`src/rtl/iter_divider.sv`:
```
// Iterative radix-2 restoring divider for RV32M DIV/DIVU/REM/REMU, one quotient bit per cycle.
// Optional last-result cache enabled by defining DIV_CACHE_EN.
module iter_divider #(
  parameter int WIDTH = 32
) (
  input  logic             clk,
  input  logic             rst_n,
  input  logic             Start,
  input  logic [1:0]       Op,
  input  logic [WIDTH-1:0] A,
  input  logic [WIDTH-1:0] B,
  input  logic             Flush,
  output logic             Stall,
  output logic             Done,
  output logic [WIDTH-1:0] Result
);

  localparam int CW = $clog2(WIDTH);

  localparam logic [1:0] S_IDLE = 2'd0;
  localparam logic [1:0] S_CALC = 2'd1;
  localparam logic [1:0] S_DONE = 2'd2;

  localparam logic [WIDTH-1:0] MIN_INT = {1'b1, {(WIDTH-1){1'b0}}};

  logic [1:0]       state;
  logic [CW-1:0]    cnt;
  logic [WIDTH-1:0] quo;
  logic [WIDTH-1:0] rem;
  logic [WIDTH-1:0] dvs;
  logic             op_rem;
  logic             q_neg;
  logic             r_neg;

  // Operand decode for the IDLE launch decision.
  logic             is_signed;
  logic             a_neg;
  logic             b_neg;
  logic [WIDTH-1:0] a_abs;
  logic [WIDTH-1:0] b_abs;
  logic             b_zero;
  logic             ovf;
  logic             special;
  logic [WIDTH-1:0] special_res;

  assign is_signed = ~Op[0];
  assign a_neg     = is_signed & A[WIDTH-1];
  assign b_neg     = is_signed & B[WIDTH-1];
  assign a_abs     = a_neg ? -A : A;
  assign b_abs     = b_neg ? -B : B;
  assign b_zero    = (B == '0);
  assign ovf       = is_signed & (A == MIN_INT) & (B == '1);
  assign special   = b_zero | ovf;

  // NOTE: every signal written in always_comb gets a default first, so no path can infer a latch.
  always_comb begin
    special_res = '0;
    if (b_zero)
      special_res = Op[1] ? A : '1;
    else if (ovf)
      special_res = Op[1] ? '0 : A;
  end

  // One restoring step: the trial remainder needs WIDTH+1 bits to hold 2*rem+1.
  logic [WIDTH:0]   trial;
  logic [WIDTH:0]   diff;
  logic             fits;
  logic [WIDTH-1:0] rem_step;
  logic [WIDTH-1:0] quo_step;
  logic [WIDTH-1:0] quo_fix;
  logic [WIDTH-1:0] rem_fix;
  logic [WIDTH-1:0] calc_res;

  assign trial    = {rem, quo[WIDTH-1]};
  assign diff     = trial - {1'b0, dvs};
  assign fits     = ~diff[WIDTH];
  assign rem_step = fits ? diff[WIDTH-1:0] : trial[WIDTH-1:0];
  assign quo_step = {quo[WIDTH-2:0], fits};
  assign quo_fix  = q_neg ? -quo_step : quo_step;
  assign rem_fix  = r_neg ? -rem_step : rem_step;
  assign calc_res = op_rem ? rem_fix : quo_fix;

  logic             hit;
  logic [WIDTH-1:0] cache_res;

`ifdef DIV_CACHE_EN
  logic             cache_valid;
  logic [WIDTH-1:0] cache_a;
  logic [WIDTH-1:0] cache_b;
  logic             cache_signed;
  logic [WIDTH-1:0] cache_quo;
  logic [WIDTH-1:0] cache_rem;
  logic [WIDTH-1:0] pend_a;
  logic [WIDTH-1:0] pend_b;
  logic             pend_signed;
  logic             launch;
  logic             finish;

  assign hit       = cache_valid & (A == cache_a) & (B == cache_b) & (is_signed == cache_signed);
  assign cache_res = Op[1] ? cache_rem : cache_quo;
  assign launch    = (state == S_IDLE) & Start & ~Flush & ~special & ~hit;
  assign finish    = (state == S_CALC) & (cnt == '0) & ~Flush;

  // NOTE: the cache is a handful of flops, not a RAM, so it is cleared by reset like any other state.
  always_ff @(posedge clk or negedge rst_n) begin
    if (!rst_n) begin
      cache_valid  <= 1'b0;
      cache_a      <= '0;
      cache_b      <= '0;
      cache_signed <= 1'b0;
      cache_quo    <= '0;
      cache_rem    <= '0;
      pend_a       <= '0;
      pend_b       <= '0;
      pend_signed  <= 1'b0;
    end else begin
      if (launch) begin
        pend_a      <= A;
        pend_b      <= B;
        pend_signed <= is_signed;
      end
      // Only a completed, unflushed iterative op is remembered.
      if (finish) begin
        cache_valid  <= 1'b1;
        cache_a      <= pend_a;
        cache_b      <= pend_b;
        cache_signed <= pend_signed;
        cache_quo    <= quo_fix;
        cache_rem    <= rem_fix;
      end
    end
  end
`else
  assign hit       = 1'b0;
  assign cache_res = '0;
`endif

  assign Stall = Start & ~Done & ~Flush;

  // NOTE: sequential state uses non-blocking assignments so every flop samples pre-edge values.
  always_ff @(posedge clk or negedge rst_n) begin
    if (!rst_n) begin
      state  <= S_IDLE;
      cnt    <= '0;
      quo    <= '0;
      rem    <= '0;
      dvs    <= '0;
      op_rem <= 1'b0;
      q_neg  <= 1'b0;
      r_neg  <= 1'b0;
      Done   <= 1'b0;
      Result <= '0;
    end else begin
      Done <= 1'b0;
      if (Flush) begin
        state <= S_IDLE;
      end else begin
        case (state)
          S_IDLE: begin
            if (Start) begin
              if (special) begin
                Result <= special_res;
                Done   <= 1'b1;
                state  <= S_DONE;
              end else if (hit) begin
                Result <= cache_res;
                Done   <= 1'b1;
                state  <= S_DONE;
              end else begin
                op_rem <= Op[1];
                q_neg  <= a_neg ^ b_neg;
                r_neg  <= a_neg;
                quo    <= a_abs;
                rem    <= '0;
                dvs    <= b_abs;
                cnt    <= CW'(WIDTH - 1);
                state  <= S_CALC;
              end
            end
          end
          S_CALC: begin
            quo <= quo_step;
            rem <= rem_step;
            cnt <= cnt - 1'b1;
            if (cnt == '0) begin
              Result <= calc_res;
              Done   <= 1'b1;
              state  <= S_DONE;
            end
          end
          S_DONE:  state <= S_IDLE;
          default: state <= S_IDLE;
        endcase
      end
    end
  end

endmodule

```
`config.mk`:
```
export PLATFORM = sky130hd
export DESIGN_NAME = iter_divider
export DESIGN_NICKNAME = d
export VERILOG_FILES = /design/src/rtl/iter_divider.sv
export SDC_FILE = /design/constraint.sdc
export NUM_CORES = 1
export LEC_CHECK = 0
export ABC_AREA = 0
export CORE_AREA = 3 3 167 169
export DETAILED_ROUTE_END_ITERATION = 6
export DIE_AREA = 0 0 170 172
export PLACE_DENSITY = 0.68
export SYNTH_ARGS = -nofsm -noshare
export SYNTH_HDL_FRONTEND = slang
export SYNTH_SLANG_ARGS = --single-unit
```
`constraint.sdc`:
```
create_clock -name clk -period 4.69 [get_ports clk]
set_clock_uncertainty 0.05 [all_clocks]
set_input_delay 1.407 -clock clk [delete_from_list [all_inputs] [get_ports clk]]
set_output_delay 1.407 -clock clk [all_outputs]
set_load 0.1 [all_outputs]
```
==> metrics, run 1 <==
status complete, but fails checks; failing checks design-rule violations; Mapped Area 11800 um^2; crit path kind flip-flop to flip-flop; Die Y 172 um; first-pass GRT wire length 62800 um; PD cells 309 nW/um^2; via count 12202; crit path cell chain ha_1 > nand4_1 > a2111oi_4 > o21ai_4 > a21oi_4 > o21a_4 > nor2_8 > inv_2 > ha_2 > nand4b_1 > or2_4 > nand2b_2 > o41ai_4 > xor2_1 > a222oi_1 > a31oi_2 > o31ai_1; Ys Warns 0; Layout Nets 1806; Place WS -289 ps; Top Ports 104; Slowest cell on crit path ha_1; Routed WL 39800 um; layout cell share with drive strength beyond 1 13.2%; largest net degree at the start of global routing 98; clock transition at the registers of the reported paths 60 ps; sequential share of the synthesized area 29.4%; Worst Tran Pin Value 1040 ps; largest family of logic cells by synthesized area compound AO/OA/AOI/OAI gates; initial antenna violation count 1; CTS Buffer Depth 2; Critical Path Max Stage Delay 480 ps; Area growth, synth to finish 24.9%; worst hold path class flip-flop to flip-flop; Synth top area share 29.4%; gpl congestion 0.915; Netlist cell types 84; Synth Area in Compound Gates 28.1%; DP HPWL 31000 um; Hold WS 434 ps; slew margin rel. 30.4%; Post-synth top cells nand2_1, o21ai_0, a21oi_1, dfrtp_1, nor2_1; Area contributors post-synth dfrtp_1, o21ai_0, nand2_1; multiplexer share of the synthesized area 3.02%; MaxCap Viol Count 0; grt total ovfl 0; Root Driver clkbuf_16; Tot Pwr 4.58 mW; Layout Utilization 55.3%; Tmin final 4640 ps; Slew Limit Fails 0; number of global-route vias before repair 11610; Post-Syn Nets 1634; CP arrival 4930 ps; Synth Area in Simple Gates 20.9%; Leakage 6.15 nW; Critical path buffers and inverters 1; EDFF count, synth 0; Clock Sinks 139; CTS tree built; RSZ-0062 raised after global routing yes; first-iteration detailed-routing DRC count 926; # rows 60; ys flop type dfrtp_1; final hold vios 0; XOR/XNOR Fraction of Synth Area 9.40%; Critical Path End Type flip-flop; CORE AREA 26700 um^2; final worst path period share 99.0%; most frequent cell after synthesis nand2_1; clk_lat worst skew 440 ps; Avg WL per Cell 19.4 um; Port Buf Inserts 103; vias per cell 5.96; H-tree depth 4; CP Max Fanout 8; Fmax 0.215 GHz; DP Area 14000 um^2; # setup viols final 0; adder-cell share of the synthesized area 4.29%; Async S/R FF share, synth 100%; peak supply drop 0.232 mV; Total Routing Usage GR 27.0%; DRT Pass-1 Iters 7; Worst EP required 4980 ps; number of synthesized register bits 139; cts bufs inserted 17; initial core utilization 44.3%; die width 170 um; CP Launch Type flip-flop; Design Area, Final 14800 um^2; Die ar. 29200 um^2; Mapped Cells 1524; Routed Antenna Nets 0; cell family with the largest share of critical-path delay compound AO/OA/AOI/OAI gates; Final WS setup 47.0 ps; Avg Cell Area, Syn 7.77 um^2; Yosys top cell by area dfrtp_1; Remaining DRCs 4
## worst paths after layout
| check | startpoint | endpoint | slack, ps | cells past startpoint |
|---|---|---|---|---|
| max | rem[12] | Result[26] | 50 | 17 |
| min | Result[3] | Result[3] | 430 | 2 |
| max reg2reg | rem[12] | Result[26] | 50 | 17 |
| min reg2reg | Result[3] | Result[3] | 430 | 2 |
| max in group asynchronous | rst_n | rem[4] | 2660 | 2 |
| min in group asynchronous | rst_n | quo[27] | 1030 | 1 |
## where the power goes
group | switching [mW] | total, mW | internal, mW
clock network | 0.541 | 1.40 | 0.858
registers | 0.164 | 1.50 | 1.34
logic | 1.02 | 1.67 | 0.652
## through the flow
step	TNS (ps)	std cells
after global routing	-211	2047
after global placement	-2770	2013
final	0	2048
after floorplan	0	1524
after detailed placement	-5880	2013
after CTS	0	2042
## worst min-delay path: stages, from the launching register on
cell	delay, ps
dfrtp_1	350
nand2_1	50
o31ai_1	50
## state kept, by name, summed over array words and instances (netlist names), 2 cells and up
| register | flops |
|---|---|
| cnt | 5 |
| Result | 32 |
| quo | 32 |
| rem | 32 |
| dvs | 32 |
| state | 2 |
## cell usage in the layout, fill, tap and decap left out, drive strengths merged, types with 29 or more instances in the layout
cell / synthesis / layout
xor2: 69 / 69
xnor2: 58 / 58
o31ai: 44 / 44
o21ai: 170 / 170
buf: 27 / 138
inv: 59 / 60
nor3: 36 / 36
nor2: 111 / 111
clkdlybuf4s50: 0 / 101
dfrtp: 139 / 139
ha: 39 / 39
nand2: 209 / 209
mux2i: 29 / 29
a21oi: 156 / 156
## layer usage
layer | track usage, % | vias up | part of all wire [%]
met5 | 0 | - | 0
met4 | 11.4 | 0 | 3.9
li1 | - | 5891 | -
met2 | 44.5 | 428 | 47
met3 | 3.80 | 81 | 6.1
met1 | 35.9 | 5802 | 43
## repair_timing
action	in CTS	in global routing
hold buffers	0	0
gates resized for setup	1	24
setup buffers	0	4
endpoints found under the setup margin	1	17
pin swaps	1	9
cloned	0	1
## kinds of logic after synthesis
logic type | Yosys count
xor+xnor | 127
fa+ha+maj | 40
simple gates | 512
buf+inv | 146
flops | 139
mux | 35
compound gates | 525
## final cells by class
type                    instances  area, um^2
fillers                      2531       11900
inverters                      59         221
well taps                     341         427
clock buffers                  19         453
diodes                          1        2.50
repair buffers                240        2140
multi-input cells            1239        7920
flip-flops and latches        139        3480
clock inverters                10         144
No activity file was read; power rests on OpenSTA's default activity.
==> inputs of run 2 (changes only) <==
MAX_ROUTING_LAYER = met4   (was default)
PLACE_DENSITY = 0.66   (was 0.68)
clock period = 4.57 ns   (was 4.69 ns; I/O delays follow)
==> metrics, run 2 (same netlist as run 1, synthesis figures left out) <==
Sum Neg Setup Slack 0 ps (unchanged); die width 170 um (unchanged); H-tree depth 4 (unchanged); Critical Path End Type flip-flop (unchanged); Die Y 172 um (unchanged); Hold WS 439 ps (was 434 ps); Remaining DRCs 0 (was 4); peak supply drop 0.196 mV (was 0.232 mV); Slew Limit Fails 0 (unchanged); Port Buf Inserts 103 (unchanged); clk_lat worst skew 440 ps (about the same); commonest cells after routing, fill and taps aside nand2_1, o21ai_0, buf_4 (was nand2_1, o21ai_0, a21oi_1); ant diodes 0 (was 1); gpl congestion 0.923 (was 0.915); Die ar. 29200 um^2 (unchanged); Worst Tran Pin Value 1090 ps (was 1040 ps); slew margin rel. 27.2% (was 30.4%); Post-Layout Cell Count 2074 (was 2048); cts bufs inserted 17 (unchanged); Tmin final 4440 ps; number of global-route vias before repair 11758 (was 11610); Leakage 6.32 nW (was 6.15 nW); Routed WL 38900 um (was 39800 um); Final WS setup 125 ps (was 47.0 ps); Worst EP required 4840 ps (was 4980 ps); Area growth, synth to finish 27.7% (was 24.9%); largest net degree at the start of global routing 60 (was 98); # rows 60 (unchanged); vias per cell 5.86 (was 5.96); PD cells 322 nW/um^2 (was 309 nW/um^2); CP Max Fanout 10 (was 8); CTS tree built (unchanged); Place WS -480 ps (was -289 ps); final worst path period share 97.3%; status completed (was complete, but fails checks); Root Driver clkbuf_16 (unchanged); final hold vios 0 (unchanged); Post-CTS Hold Buffers 0 (unchanged); grt total ovfl 0 (unchanged); crit path kind input port to flip-flop (was flip-flop to flip-flop); initial antenna violation count 0 (was 1); initial core utilization 44.3% (unchanged); CP Launch Type input port (was flip-flop); Layout Nets 1830 (was 1806); MaxCap Viol Count 0 (unchanged); layout cell share with drive strength beyond 1 14.9% (was 13.2%); first-pass GRT wire length 61500 um (was 62800 um); CORE AREA 26700 um^2 (unchanged); Avg WL per Cell 18.8 um (was 19.4 um); via count 12158 (was 12202); Total Routing Usage GR 27.0% (about the same); CTS Buffer Depth 2 (unchanged); CP arrival 4720 ps (was 4930 ps); first-iteration detailed-routing DRC count 1003 (was 926); Fmax 0.225 GHz; most common cell after layout, fill and taps aside nand2_1 (unchanged); placed insts 2034 (was 2013); RSZ-0062 raised after global routing yes (unchanged); Clock Sinks 139 (unchanged); # setup viols final 0 (unchanged); Top Ports 104 (unchanged); DRT Pass-1 Iters 5 (was 7); Routed Antenna Nets 0 (unchanged); worst hold path class flip-flop to flip-flop (unchanged); clock transition at the registers of the reported paths 60 ps (about the same); DP HPWL 29800 um (was 31000 um)
==> run 2: cell types whose count changed in the layout (fill, tap and decap cells not counted), moves of 2 or more <==
cell	change
buf_4	+19
buf_12	+4
bufinv_16	+3
clkbuf_8	-2
clkinv_4	-2
ha_1	-2
ha_2	+2
inv_6	+2
==> run 2: final timing paths <==
path                            from  slack [ps]  cells after the start         end
setup reg to reg             rem[10]         190                     16  Result[26]
hold reg to reg            Result[4]         440                      2   Result[4]
max in group asynchronous      rst_n        2780                      2  Result[29]
hold / removal             Result[4]         440                      2   Result[4]
setup / recovery                B[1]         130                     15   Result[5]
min in group asynchronous      rst_n         860                      1      dvs[2]
==> run 2: power by group <==
part           internal [mW]  switching (mW)
combinational          0.697            1.03
sequential              1.38           0.156
clock                   1.03           0.582
==> run 2: metrics by stage <==
| stage | instance area [um^2] | util (%) | power, mW |
|---|---|---|---|
| floorplan | 11900 | - | 2.62 |
| detailed placement | 14200 | 53.3 | 3.22 |
| finish | 15100 | 56.6 | 4.87 |
| global placement | 14200 | 53.3 | 3.20 |
| CTS | 14900 | 55.8 | 4.84 |
| global route | 15100 | 56.6 | 5.14 |
==> run 2: layout make-up <==
class | instances | area [um^2]
Tap cell | 341 | 427
Sequential cell | 139 | 3480
Timing Repair Buffer | 264 | 2390
Fill cell | 2437 | 11600
Multi-Input combinational cell | 1239 | 7930
Inverter | 59 | 221
Clock buffer | 18 | 429
Clock inverter | 14 | 241
==> run 2: critical path, cell delays in order <==
cell and delay [ps]:
clkdlybuf4s50_1 420, inv_1 70, ha_2 170, or3b_4 390, nor4b_4 320, nand4_1 240, nor4_4 310, buf_4 180
nor2_2 50, or3b_1 360, nand2_2 100, nand2_4 110, buf_4 220, clkbuf_16 170, a22o_1 230
==> run 2: routing by layer <==
layer / track usage, % / up-vias / share of wire, %
met5: - / - / 0
met4: 7.72 / 0 / 2.3
met3: 3.68 / 58 / 6.3
met2: 43.1 / 421 / 45
met1: 36.3 / 5745 / 46
li1: - / 5934 / -
==> run 2: timing repair <==
item,CTS,global route
gates resized for setup,2,27
setup endpoints to repair,5,30
pin swaps,1,9
hold endpoints to repair,0,0
buffers inserted,0,6
gates cloned,0,2
